==> src/rtl/logic_rule_extractor.sv <==
// ---------------------------------------------------------------------------
// logic_rule_extractor
//
// Purpose:
//   Characterises a 3-input, 1-output logic block and recovers its 8-bit rule
//   code. Each of the eight input vectors is driven onto the block in turn,
//   held for a settle interval, and then sampled several times. A majority
//   vote of those samples gives that vector's output bit. The bit for vector
//   000 lands in rule[7] and the bit for vector 111 lands in rule[0], so the
//   result reads the same way as the names of the truth-table modules.
//
// Parameters:
//   SETTLE_CYCLES  cycles a vector is held before sampling starts (1..255)
//   SAMPLES        samples taken per vector, must be odd (1..15)
//
// Ports:
//   clk         rising-edge clock
//   reset       synchronous, active-high reset
//   start       one-cycle sweep request, honoured only in IDLE
//   expected    reference rule code, captured when a start is accepted
//   probe       vector {in1,in2,in3} driven to the block under test
//   dut_out     output of the block under test (already synchronous to clk)
//   busy        high while a sweep is driving or sampling
//   rule        recovered rule code
//   rule_valid  result-available handshake
//   rule_ready  consumer accepts the result
//   glitch      sticky per sweep; some vector's samples disagreed
//   match       rule equals the captured expected code (valid with rule_valid)
// ---------------------------------------------------------------------------
module logic_rule_extractor #(
    parameter int SETTLE_CYCLES = 4,
    parameter int SAMPLES       = 3
) (
    input  logic       clk,
    input  logic       reset,
    input  logic       start,
    input  logic [7:0] expected,
    output logic [2:0] probe,
    input  logic       dut_out,
    output logic       busy,
    output logic [7:0] rule,
    output logic       rule_valid,
    input  logic       rule_ready,
    output logic       glitch,
    output logic       match
);

    typedef enum logic [1:0] {
        IDLE,
        DRIVE,
        SAMPLE,
        DONE
    } state_t;

    // The settle counter is loaded with N-1 and counts down to zero, so the
    // DRIVE state lasts exactly SETTLE_CYCLES cycles.
    localparam logic [7:0] SETTLE_LOAD = 8'(SETTLE_CYCLES - 1);
    localparam logic [3:0] SAMPLE_LAST = 4'(SAMPLES - 1);
    localparam logic [3:0] SAMPLE_HALF = 4'(SAMPLES / 2);
    localparam logic [3:0] SAMPLE_ALL  = 4'(SAMPLES);

    state_t     state;
    state_t     next_state;
    logic [2:0] k;
    logic [7:0] settle_cnt;
    logic [3:0] sample_cnt;
    logic [3:0] ones_cnt;
    logic [7:0] expected_q;

    logic       last_sample;
    logic [3:0] ones_total;
    logic       majority;
    logic       disagree;

    // The ones count including the sample being taken this cycle, so the
    // decision on the last sample cycle sees all SAMPLES values.
    assign last_sample = (state == SAMPLE) && (sample_cnt == SAMPLE_LAST);
    assign ones_total  = ones_cnt + 4'(dut_out);
    assign majority    = (ones_total > SAMPLE_HALF);
    assign disagree    = (ones_total != 4'd0) && (ones_total != SAMPLE_ALL);

    // State register.
    always_ff @(posedge clk) begin
        if (reset) begin
            state <= IDLE;
        end else begin
            state <= next_state;
        end
    end

    // Next-state decode and state-derived outputs. The probe is forced back
    // to 000 outside an active sweep so the block under test sees a known
    // vector while idle or waiting on the consumer.
    always_comb begin
        next_state = state;
        probe      = 3'b000;
        busy       = 1'b0;
        rule_valid = 1'b0;
        unique case (state)
            IDLE: begin
                if (start) begin
                    next_state = DRIVE;
                end
            end
            DRIVE: begin
                probe = k;
                busy  = 1'b1;
                if (settle_cnt == 8'd0) begin
                    next_state = SAMPLE;
                end
            end
            SAMPLE: begin
                probe = k;
                busy  = 1'b1;
                if (last_sample) begin
                    next_state = (k == 3'd7) ? DONE : DRIVE;
                end
            end
            DONE: begin
                rule_valid = 1'b1;
                if (rule_ready) begin
                    next_state = IDLE;
                end
            end
            default: begin
                next_state = IDLE;
            end
        endcase
    end

    // Only meaningful while the result is presented; held low otherwise so
    // it never flags a stale or partial rule.
    assign match = rule_valid && (rule == expected_q);

    // Sweep datapath: vector index, settle/sample/ones counters, the rule
    // being assembled and the sticky glitch flag. rule and glitch are left
    // alone in DONE and IDLE so the last result survives the handshake.
    always_ff @(posedge clk) begin
        if (reset) begin
            k          <= 3'd0;
            settle_cnt <= 8'd0;
            sample_cnt <= 4'd0;
            ones_cnt   <= 4'd0;
            rule       <= 8'h00;
            glitch     <= 1'b0;
            expected_q <= 8'h00;
        end else begin
            unique case (state)
                IDLE: begin
                    if (start) begin
                        k          <= 3'd0;
                        settle_cnt <= SETTLE_LOAD;
                        sample_cnt <= 4'd0;
                        ones_cnt   <= 4'd0;
                        rule       <= 8'h00;
                        glitch     <= 1'b0;
                        expected_q <= expected;
                    end
                end
                DRIVE: begin
                    if (settle_cnt != 8'd0) begin
                        settle_cnt <= settle_cnt - 8'd1;
                    end
                end
                SAMPLE: begin
                    if (last_sample) begin
                        rule[3'd7 - k] <= majority;
                        if (disagree) begin
                            glitch <= 1'b1;
                        end
                        sample_cnt <= 4'd0;
                        ones_cnt   <= 4'd0;
                        if (k != 3'd7) begin
                            k          <= k + 3'd1;
                            settle_cnt <= SETTLE_LOAD;
                        end
                    end else begin
                        sample_cnt <= sample_cnt + 4'd1;
                        ones_cnt   <= ones_total;
                    end
                end
                DONE: begin
                end
                default: begin
                end
            endcase
        end
    end

endmodule

==> config.mk <==
export PLATFORM = sky130hd
export DESIGN_NAME = logic_rule_extractor
export DESIGN_NICKNAME = d
export VERILOG_FILES = /design/src/rtl/logic_rule_extractor.sv
export SDC_FILE = /design/constraint.sdc
export NUM_CORES = 1
export LEC_CHECK = 0
export CAP_MARGIN = 20
export CORE_MARGIN = 3
export CORE_UTILIZATION = 58
export CTS_CLUSTER_DIAMETER = 60
export DETAILED_ROUTE_END_ITERATION = 7
export GPL_ROUTABILITY_DRIVEN = 1
export PLACE_DENSITY = 0.88
export SETUP_SLACK_MARGIN = 0.1
export SLEW_MARGIN = 5
export SYNTH_ARGS = -nofsm -noshare
export SYNTH_HDL_FRONTEND = slang
export SYNTH_SLANG_ARGS = --single-unit
==> constraint.sdc <==
create_clock -name clk -period 5.5 [get_ports clk]
set_input_delay 0.55 -clock clk [delete_from_list [all_inputs] [get_ports clk]]
set_output_delay 0.55 -clock clk [all_outputs]
set_load 0.005 [all_outputs]
==> Word level (Yosys, flattened, before mapping) <==
Index checks and enable logic that the tools add are counted.
W data, S select, Z words.
{ "word_totals": {"regBits": 38, "input_bits": 13, "output_inout_bits": 15, "elab_cells": 82} }
{ "op_classes": {"n_addsub": 5, "magnitude_cmp": 3, "n_eq_ne": 15, "n_mux": 33, "reduce_logical": 18} }
{ "op_table": {"columns": ["cell", "count"], "rows": [
  ["$mux W8", 6],
  ["$pmux W8 S3", 1],
  ["$pmux W4 S2", 2],
  ["$pmux W8 S2", 1],
  ["$mux W3", 4],
  ["$mux W4", 3],
  ["$ne A2 B2 Y1 const B", 6],
  ["$reduce_and A4 Y1", 3],
  ["$mux W2", 5],
  ["$bwmux W8", 1],
  ["$eq A8 B8 Y1", 1],
  ["$logic_not A8 Y1", 1],
  ["$pmux W2 S4", 1],
  ["$reduce_bool A8 Y1", 1],
  ["$sub A8 B1 Y8 const B", 1],
  ["$mux W1", 6],
  ["$pmux W3 S2", 1],
  ["$reduce_and A5 Y1", 1],
  ["$add A4 B1 Y4", 1],
  ["$add A4 B1 Y4 const B", 1],
  ["$eq A2 B2 Y1 const B", 2],
  ["$eq A4 B2 Y1 const B", 1],
  ["$gt A4 B1 Y1 const B", 1],
  ["$logic_and A1 B1 Y1", 4],
  ["18 further kinds", 19]
]} }

==> Longest topological paths before layout <==
{ "depth": {"depth_word": 8, "depth_mapped": 8, "mapped_depth_nobuf": 6} }

==> Least setup slack after synthesis <==
Ideal clock, no wire load.
{ "synth_timing": {"path_type": "reg-to-reg", "startpoint": "register sample_cnt[0]", "endpoint": "register settle_cnt[5]", "setup_time_ns": 0.070, "arrival_time_ns": 2.193, "required_time_ns": 5.430, "path_slack_ns": 3.238, "path_stages_with_launch": 9, "path_buffers": 2, "synth_period_minus_slack_ns": 2.262, "path_cell_list": "dfxtp_1 inv_1 ha_1 or3b_1 buf_6 a2111o_1 buf_6 or4_1 a21oi_1"} }
{ "synth_between": {"elab_chain_cells": 4} }
{ "synth_lines": {"columns": ["element", "line", "rtl"], "rows": [
  ["start: declaration", "66", "logic [3:0] sample_cnt;"],
  ["start signal: assignment", "178", "sample_cnt <= sample_cnt + 4'd1;"],
  ["$eq A4 B2 Y1", "77", "assign last_sample = (state == SAMPLE) && (sample_cnt == SAMPLE_LAST);"],
  ["$logic_and A1 B1 Y1", "77", null],
  ["$ne A2 B2 Y1 (no line)", null, null],
  ["$reduce_and A5 Y1 (no line)", null, null],
  ["end signal: assignment", "162", "settle_cnt <= settle_cnt - 8'd1;"],
  ["end: declaration", "65", "logic [7:0] settle_cnt;"]
]} }
No other way between the ends.
A chain may end at the register's enable or synchronous reset.

==> Worst setup path after layout <==
{ "layout_timing": {"startpoint": "register rule[6]", "endpoint": "output match"} }
{ "layout_between": {"elab_chain_cells": 2} }
{ "layout_lines": {"columns": ["element", "line", "rtl"], "rows": [
  ["start: declaration", "41", "output logic [7:0] rule,"],
  ["start signal: indexed assignment", "167", "rule[3'd7 - k] <= majority;"],
  ["$eq A8 B8 Y1", "133", "assign match = rule_valid && (rule == expected_q);"],
  ["$logic_and A1 B1 Y1", "133", null],
  ["end: declaration", "45", "output logic match"]
]} }
No other way between the ends.

==> impl_metrics.env <==
export IMPL_grt_max_degree=29
export IMPL_synth_edff_count=0
export IMPL_ff_latch_area_um2=761
export IMPL_multi_input_area_um2=1170
export IMPL_coreArea_um2=3390
export IMPL_netlist_instances=250
export IMPL_cts_setup_buffers=0
export IMPL_max_cap_violations=0
export IMPL_dp_slack_ns=2.94
export IMPL_min_period_over_period_pct=48.0
export IMPL_drive_gt1_share_pct=5.49
export IMPL_hold_viol=0
export IMPL_synthesis_nets=275
export IMPL_syn_to_final_growth_pct=16.9
export IMPL_avgRoutedWirePerCell_um=13.4
export IMPL_crit_required_ns=4.95
export IMPL_placementRows=21
export IMPL_cts_hold_buf=0
export IMPL_diodes=0
export IMPL_cts_buffer_depth=2
export IMPL_async_flop_share_pct=0
export IMPL_fin_cells=319
export IMPL_pwr_share_seq_pct=37.7
export IMPL_netlist_area_um2=2060
export IMPL_grt_pass1_vias=1693
export IMPL_combinationalPowerShare_pct=42.6
export IMPL_synth_distinct_cells=45
export IMPL_yosys_area_share_simple_pct=22.4
export IMPL_die_area_um2=4310
export IMPL_p_leak_uw=0.000916
export IMPL_critPathSlowestCell="clkdlybuf4s50_1"
export IMPL_synth_top_flop_cell="dfxtp_1"
export IMPL_cts_tree="built"
export IMPL_path_class="reg -> out"
export IMPL_synth_top_area_share_pct=36.9
export IMPL_synthXorXnorAreaFrac_pct=5.10
export IMPL_numPortBuffers=27
export IMPL_grt_pass1_wl_um=7340
export IMPL_cts_num_sinks=38
export IMPL_p_int_uw=582
export IMPL_insertion_delay_ns=0.37
export IMPL_detail_route_antenna_nets=0
export IMPL_first_pass_iters=4
export IMPL_tns_ns=0
export IMPL_cts_resized=0
export IMPL_start_kind="register"
export IMPL_crit_chain="xor2_1 -> nor4_1 -> nand3_1 -> nor4_1 -> clkdlybuf4s50_1"
export IMPL_critPathMaxFanout=3
export IMPL_pin_count=28
export IMPL_ys_warn_count=0
export IMPL_cp_common_cell="nor4_1"
export IMPL_fp_dieW_um=65.6
export IMPL_nets=297
export IMPL_h_tree_depth=2
export IMPL_antenna_found_initial=0
export IMPL_pwr_share_clk_pct=19.6
export IMPL_syn_area_per_cell_um2=8.25
export IMPL_grtUsageTotal_pct=22.0
export IMPL_cts_clk_slew_worst_paths_ns=0.12
export IMPL_status="finished, final reports clean"
export IMPL_gp_congestion=0.797
export IMPL_drv_slew=0
export IMPL_cp_slowest_stage_delay_ns=0.54
export IMPL_p_sw_uw=390
export IMPL_dp_hpwl_um=2990
export IMPL_final_cell_mix="38 x dfxtp_1, 32 x nand2_1, 32 x a21oi_1"
export IMPL_startpoint="rule[6]"
export IMPL_p_sw_share_pct=40.1
export IMPL_ys_seq_area_share_pct=36.9
export IMPL_synthTopCellsByArea="dfxtp_1 37%, a21oi_1 7.8%, ha_1 7.3%, nand2_1 5.8%, xor2_1 4.7%"
export IMPL_drc=0
export IMPL_root_buffer="clkbuf_4"
export IMPL_end_kind="output port"
export IMPL_skew_ns=0.0138
export IMPL_slew_limit_headroom_pct=50.0
export IMPL_worstHoldStart="expected_q[6]"
export IMPL_max_slew_worst_pin_slew_ns=0.731
export IMPL_vias=1837
export IMPL_die_h_um=65.6
export IMPL_synth_top_cell_by_area="dfxtp_1"
export IMPL_power_density_nw_per_um2=403
export IMPL_vias_per_cell=5.76
export IMPL_final_common_cell="dfxtp_1"
export IMPL_synth_fa_ha_area_share_pct=7.28
export IMPL_reg2reg_from="state[0]"
export IMPL_wirelength_um=4280
export IMPL_fmax_mhz=379
export IMPL_muxShareOfSynthArea_pct=1.03
export IMPL_start_util_pct=60.8
export IMPL_fillers=273
export IMPL_peakVddDrop_mv=0.229
export IMPL_rsz0062_at_grt="no"
export IMPL_dp_cells=311
export IMPL_drt_iter0_markers=71
export IMPL_ys_seq_elements=38
export IMPL_rrSetupSlack_ns=2.97
export IMPL_worstPathArrival_ns=2.09
export IMPL_grt_overflow=0
export IMPL_numCtsBuffers=5
export IMPL_period_needed_ns=2.64
export IMPL_hp_class="reg -> reg"
export IMPL_synth_compound_area_share_pct=21.1
export IMPL_setup_viol=0
export IMPL_synth_top_family_by_area="simple AND/OR/NAND/NOR gates"
export IMPL_finalWorstSetupSlack_ns=2.86
## logic make-up (layout without fill, tap and decap cells)
logic type,count (synthesis),in the layout
AOI/OAI and AO/OA,67,67
xor gates and xnor gates,12,12
adders and majority gates,12,12
buffers and inverters,30,53
DFF,38,38
muxes,2,2
and+or+nand+nor,89,89
## state kept, by name, indices dropped and copies added (netlist names)
register and flops:
k 3, rule 8, glitch 1, expected_q 8, ones_cnt 4, settle_cnt 8
sample_cnt 4, state 2
## critical path: cells and delay by family (launching register included)
| kind | cells | cell delay (ns) |
|---|---|---|
| flops | 1 | 0.35 |
| buf+inv | 1 | 0.54 |
| simple gates | 3 | 0.68 |
| xor+xnor | 1 | 0.14 |
## power by group through the flow
stage / clock [µW] / sequential [µW] / combinational [µW]
4_1_cts: 192 / 366 / 413
3_3_place_gp: 0 / 371 / 397
2_1_floorplan: 0 / 361 / 332
3_5_place_dp: 0 / 372 / 411
6_report: 191 / 367 / 414
5_1_grt: 204 / 374 / 471
## per-layer routing
metal / GRT usage [%] / part of all wire [%]
met1: 26.4 / 46
met3: 7.86 / 4.3
met2: 35.0 / 47
met5: 0 / 0
met4: 9.84 / 2.0
## cells in the mapped netlist (all sizes together) (3+ instances only)
master	count
nor3	4
dfxtp	38
or3b	3
nor2	13
nand2	32
inv	17
o32ai	8
a21oi	32
ha	12
nor4	5
o21ai	4
o31ai	6
nand4	3
or4	6
buf	4
xor2	11
nand3b	4
nand3	4
and2	6
a211oi	4
clkbuf	9
## final timing paths
path                         to  cells after the start
setup / recovery          match                      5
hold / removal    expected_q[6]                      2
setup reg to reg  settle_cnt[4]                      6
hold reg to reg   expected_q[6]                      2
## metrics by stage
step | total power [µW] | hold WS [ns] | instance area (µm²) | utilization (%)
3_3_place_gp | 768 | 0.442 | 2330 | 68.8
4_1_cts | 971 | 0.479 | 2410 | 71.1
2_1_floorplan | 693 | 0.436 | 2060 | -
5_1_grt | 1050 | 0.507 | 2410 | 71.1
6_report | 972 | 0.476 | 2410 | 71.1
3_5_place_dp | 783 | 0.463 | 2330 | 68.8
## layout make-up
cell class                 count  area share [%]
clock buffer                   5            1.56
clock inverter                 3            1.66
inverter                      17            2.65
multi-input combinational    182            48.7
sequential                    38            31.6
tap                           46            2.39
timing repair buffer          28            11.5
Power figures use the tool's default switching activity.
